<file path="config.mk">
export PLATFORM = sky130hd
export DESIGN_NAME = reg_scoreboard
export DESIGN_NICKNAME = d
export VERILOG_FILES = /design/src/rtl/reg_scoreboard.sv
export SDC_FILE = /design/constraint.sdc
export NUM_CORES = 1
export LEC_CHECK = 0
export CAP_MARGIN = 25
export CORE_MARGIN = 10
export CORE_UTILIZATION = 40
export DETAILED_ROUTE_END_ITERATION = 16
export GPL_ROUTABILITY_DRIVEN = 0
export PLACE_DENSITY = 0.64
export REMOVE_ABC_BUFFERS = 1
export SLEW_MARGIN = 25
export SYNTH_ARGS = -nofsm -noshare
export SYNTH_HDL_FRONTEND = slang
export SYNTH_SLANG_ARGS = --single-unit
</file>
<file path="constraint.sdc">
create_clock -name clk -period 2.4 [get_ports clk]
set_input_delay 0.24 -clock clk [delete_from_list [all_inputs] [get_ports clk]]
set_output_delay 0.24 -clock clk [all_outputs]
set_load 0.03 [all_outputs]
</file>
<file path="src/rtl/reg_scoreboard.sv">
// Register scoreboard: per-register pending-write counters, issue hazard check, stall counter, sticky writeback-underflow flag.
// Optional macro SB_WB_BYPASS_EN lets a same-cycle final writeback clear a source hazard.
module reg_sb_cnt #(
  parameter int CNT_W = 2
) (
  input  logic             clk,
  input  logic             reset,
  input  logic             flush,
  input  logic             inc,
  input  logic             dec,
  output logic [CNT_W-1:0] cnt
);
  always_ff @(posedge clk or posedge reset) begin
    if (reset)             cnt <= '0;
    else if (flush)        cnt <= '0;
    else if (inc && !dec)  cnt <= cnt + 1'b1;
    else if (dec && !inc)  cnt <= cnt - 1'b1;
  end
endmodule

module reg_scoreboard #(
  parameter int CNT_W   = 2,
  parameter int STALL_W = 16
) (
  input  logic               clk,
  input  logic               reset,
  input  logic               flush,
  input  logic               issue_valid,
  input  logic [4:0]         issue_rs,
  input  logic [4:0]         issue_rt,
  input  logic [4:0]         issue_rd,
  input  logic               issue_wen,
  output logic               issue_ready,
  input  logic               wb_valid,
  input  logic [4:0]         wb_rd,
  output logic [31:0]        busy_mask,
  output logic [STALL_W-1:0] stall_count,
  output logic               wb_err
);
  logic [31:0][CNT_W-1:0] cnt;
  logic [31:0]            src_busy;
  logic [31:0]            cnt_max;
  logic                   hazard;
  logic                   accept_wr;
  logic                   underflow;

  assign accept_wr = issue_valid && issue_ready && issue_wen && (issue_rd != 5'd0);

  genvar r;
  generate
    for (r = 0; r < 32; r++) begin : g_reg
      if (r == 0) begin : g_zero
        assign cnt[r] = '0;
      end else begin : g_cnt
        logic inc, dec;
        assign inc = accept_wr && (issue_rd == 5'(r));
        // Underflowing writebacks leave the count alone; they only raise wb_err.
        assign dec = wb_valid && (wb_rd == 5'(r)) && busy_mask[r];
        reg_sb_cnt #(.CNT_W(CNT_W)) u_cnt (
          .clk(clk), .reset(reset), .flush(flush),
          .inc(inc), .dec(dec), .cnt(cnt[r])
        );
      end
      assign busy_mask[r] = |cnt[r];
      assign cnt_max[r]   = &cnt[r];
`ifdef SB_WB_BYPASS_EN
      // Last outstanding write retiring now wakes dependent sources this cycle.
      assign src_busy[r] = busy_mask[r] &&
                           !(wb_valid && (wb_rd == 5'(r)) && (cnt[r] == CNT_W'(1)));
`else
      assign src_busy[r] = busy_mask[r];
`endif
    end
  endgenerate

  always_comb begin
    hazard = 1'b0;
    if (issue_valid) begin
      if ((issue_rs != 5'd0) && src_busy[issue_rs])                hazard = 1'b1;
      if ((issue_rt != 5'd0) && src_busy[issue_rt])                hazard = 1'b1;
      if (issue_wen && (issue_rd != 5'd0) && cnt_max[issue_rd])    hazard = 1'b1;
    end
  end

  assign issue_ready = !hazard && !flush;
  assign underflow   = wb_valid && (wb_rd != 5'd0) && !busy_mask[wb_rd] && !flush;

  always_ff @(posedge clk or posedge reset) begin
    if (reset) begin
      stall_count <= '0;
      wb_err      <= 1'b0;
    end else begin
      if (issue_valid && !issue_ready && !(&stall_count))
        stall_count <= stall_count + 1'b1;
      if (underflow)
        wb_err <= 1'b1;
    end
  end
endmodule

</file>
==> flow_metrics.py <==
metrics = {
    "status": {
        "status": "finished with violations",
        "violations": "negative setup slack",
    },
    "sta": {
        "worstMarginPinSlew_ns": 0.5310,
        "layout_min_cycle_time_ns": 2.691,
        "finalHoldViolCount": 0,
        "rsz0062_at_grt": "yes",
        "hold_slack_ns": 0.2218,
        "post-route-period-util_pct": 112.1,
        "finalSetupViolCount": 74,
        "setup_ws_ns": -0.2908,
        "drv_slew": 0,
        "finClkSkew_ns": 0.01490,
        "relSlewSlack_pct": 64.56,
        "fmax_mhz": 371.6,
    },
    "placement": {
        "preCtsSetupSlack_ns": -0.6486,
        "place_hpwl_um": 17530,
        "io_buffers": 74,
        "placed_area_mm2": 0.008670,
        "dp.cells": 1195,
    },
    "drt": {
        "ant_nets": 0,
        "routed_wl_um": 24200,
        "drtIter0Drc": 733,
        "drcViolationCount": 0,
        "viasPerCell": 5.768,
        "dr_total_vias": 7164,
        "routedWlPerCell_um": 19.49,
        "dr.pass1.iters": 5,
    },
    "grt": {
        "grt_use_total_pct": 22.64,
        "grt_overflow": 0,
        "grt_pass1_vias": 6765,
        "antenna_found_initial": 0,
        "grt_max_degree": 38,
        "grt_pass1_wl_um": 36310,
    },
    "clock_network": {
        "cts_buffer_depth": 2,
        "clock-sinks": 79,
        "numCtsBuffers": 9,
        "clk_latency_ns": 0.36,
        "clk_pin_slew_ns": 0.07,
        "cts_tree": "built",
        "htree_num_levels": 3,
        "cts-root-buf": "clkbuf_16",
        "postCtsHoldBufs": 0,
    },
    "setup_path": {
        "worstSetupPathType": "flop to flop",
        "r2r_slack_ns": -0.29,
        "critPathMaxFanout": 6,
        "crit_path_end_kind": "flop",
        "worstPathCellList": "nor2_2 -> inv_1 -> mux4_2 -> mux2i_1 -> a211o_1 -> nand4_4 -> buf_12 -> buf_12 -> nor4_4 -> a21oi_2 -> a2111oi_2",
        "crit_slowest_cell": "mux4_2",
        "worstPathRequired_ns": 2.64,
        "worstPathArrival_ns": 2.93,
        "crit_path_max_incr_delay_ns": 0.46,
        "crit_top_cell": "buf_12",
        "worstSetupStartpointType": "flop",
    },
    "finish": {
        "instances_no_fill": 1242,
        "final_common_cell": "buf_4",
        "design_area_mm2": 0.009901,
        "most-common-layout-cells": "buf_4 (217), nor2_1 (85), nand2_1 (80), dfrtp_1 (79), clkdlybuf4s50_1 (65)",
        "drive_gt1_share_pct": 38.52,
        "fin_nets": 1076,
        "syn_to_final_growth_pct": 60.83,
        "antenna_cells": 0,
        "final_core_util_pct": 65.37,
    },
    "synth": {
        "yosys.cell_types.count": 68,
        "avgSynthCellArea_um2": 8.154,
        "synth_area_leader_cell": "dfrtp_1",
        "synth_area_leaders": "dfrtp_1 (32%), mux4_2 (6.2%), nor2_1 (6.1%)",
        "postSynth.asyncResetShare_pct": 100.0,
        "yosysWarnings": 0,
        "synth_edf_count": 0,
        "synth_cells": 755,
        "synth_seq_cells": 79,
        "synthFlopType": "dfrtp_1",
        "syn-cell-area_mm2": 0.006156,
        "ys_seq_area_share_pct": 32.11,
        "yosysTopAreaCellShare_pct": 32.11,
    },
    "floorplan": {
        "io_pins": 76,
        "die_area_mm2": 0.02075,
        "core_mm2": 0.01515,
        "start_util_pct": 40.64,
        "std_cell_rows": 45,
        "die_w_um": 144.1,
        "dieHeight_um": 144.1,
    },
    "power": {
        "p_leak_nw": 4.292,
        "ir_worst_vdd_v": 0.0005987,
        "power_density_mw_per_mm2": 415.3,
    },
    "worst_hold_path": {
        "hold_class": "input port to async pin",
    },
    "job": {
        "max_cap_viol_count": 0,
    },
}
## report_power, final
group | internal [mW] | switching (mW) | total, mW
Sequential | 1.38 | 0.0787 | 1.46
Clock | 0.926 | 0.628 | 1.55
Combinational | 0.492 | 0.602 | 1.09
## per-stage QoR
stage | power [mW] | TNS (ns)
final | 4.112 | -11.24
after global routing | 4.237 | -21.89
after CTS | 4.077 | -10.88
after detailed placement | 2.371 | -39.28
after global placement | 2.369 | -36.78
after floorplan | 1.866 | -51.13
## logic make-up (layout without fill, tap and decap cells)
kind of cell             count (synthesis)  count (layout)  share of synthesized area, %
buffers and inverters                   83             382                         5.792
multiplexers                            21              21                         6.931
XOR/XNOR                                43              43                         6.118
other                                    1               1                       0.06092
AO/OA/AOI/OAI                          164             164                         16.16
flip-flops                              79              79                         32.11
adder cells (fa/ha/maj)                  1               1                        0.2032
AND/OR/NAND/NOR                        363             363                         32.62
## cell usage after synthesis, types with 4 or more instances
| cell | count |
|---|---|
| buf_1 | 4 |
| buf_2 | 11 |
| nor2_1 | 100 |
| nand4_1 | 11 |
| o2111ai_1 | 4 |
| and2_1 | 16 |
| mux4_2 | 17 |
| a32oi_1 | 4 |
| nand2_1 | 84 |
| nor3b_1 | 27 |
| nor4_1 | 8 |
| nor3_1 | 34 |
| nand2b_1 | 4 |
| a21oi_1 | 66 |
| xnor2_1 | 9 |
| nor4_2 | 10 |
| or2_2 | 4 |
| nor4_4 | 7 |
| a22oi_1 | 4 |
| nor2b_1 | 10 |
| clkbuf_1 | 22 |
| xor2_1 | 34 |
| inv_1 | 40 |
| a31o_2 | 4 |
| a211oi_1 | 10 |
| or3_1 | 7 |
| o21ai_0 | 49 |
| dfrtp_1 | 79 |
| nand3_1 | 20 |
## metal layers
layer	part of all wire, %	track usage (%)
met4	5.0	10.91
met5	0	0
met1	41	29.34
met3	8.7	3.870
met2	45	35.83
## final cells by class
class / instances / area [um2]
Timing Repair Buffer: 326 / 2836
Sequential cell: 79 / 1977
Clock inverter: 7 / 102.6
Clock buffer: 9 / 225.2
Tap cell: 188 / 235.2
Multi-Input combinational cell: 593 / 4373
Fill cell: 1203 / 5245
Inverter: 40 / 151.4
## final timing paths
kind / startpoint / to / cells past startpoint
max: g_reg[30].g_cnt.u_cnt.cnt[1]$_DFFE_PP0P_ / g_reg[6].g_cnt.u_cnt.cnt[1]$_DFFE_PP0P_ / 11
max in group asynchronous: reset / g_reg[30].g_cnt.u_cnt.cnt[1]$_DFFE_PP0P_ / 3
min in group clk: flush / wb_err$_DFFE_PP0P_ / 3
min: reset / stall_count[4]$_DFFE_PP0P_ / 2
max reg2reg: g_reg[30].g_cnt.u_cnt.cnt[1]$_DFFE_PP0P_ / g_reg[6].g_cnt.u_cnt.cnt[1]$_DFFE_PP0P_ / 11
min reg2reg: wb_err$_DFFE_PP0P_ / wb_err$_DFFE_PP0P_ / 1
## sequential cells by signal, summed over array words and instances (netlist names)
register / count
wb_err: 1
g.g_cnt.u_cnt.cnt: 62
stall_count: 16
## what timing repair did
item / CTS / global route
endpoints found under the setup margin: 79 / 79
pin swaps: 63 / 24
buffers inserted: 16 / 18
cloned: 1 / 0
gates resized for setup: 129 / 34
## worst max-delay path, delay by kind of cell (launching register included)
kind,cells,cell delay (ns)
AO/OA/AOI/OAI,3,0.59
multiplexers,2,0.64
AND/OR/NAND/NOR,3,0.51
buffers and inverters,3,0.42
flip-flops,1,0.41
No activity file was read; power rests on OpenSTA's default activity.
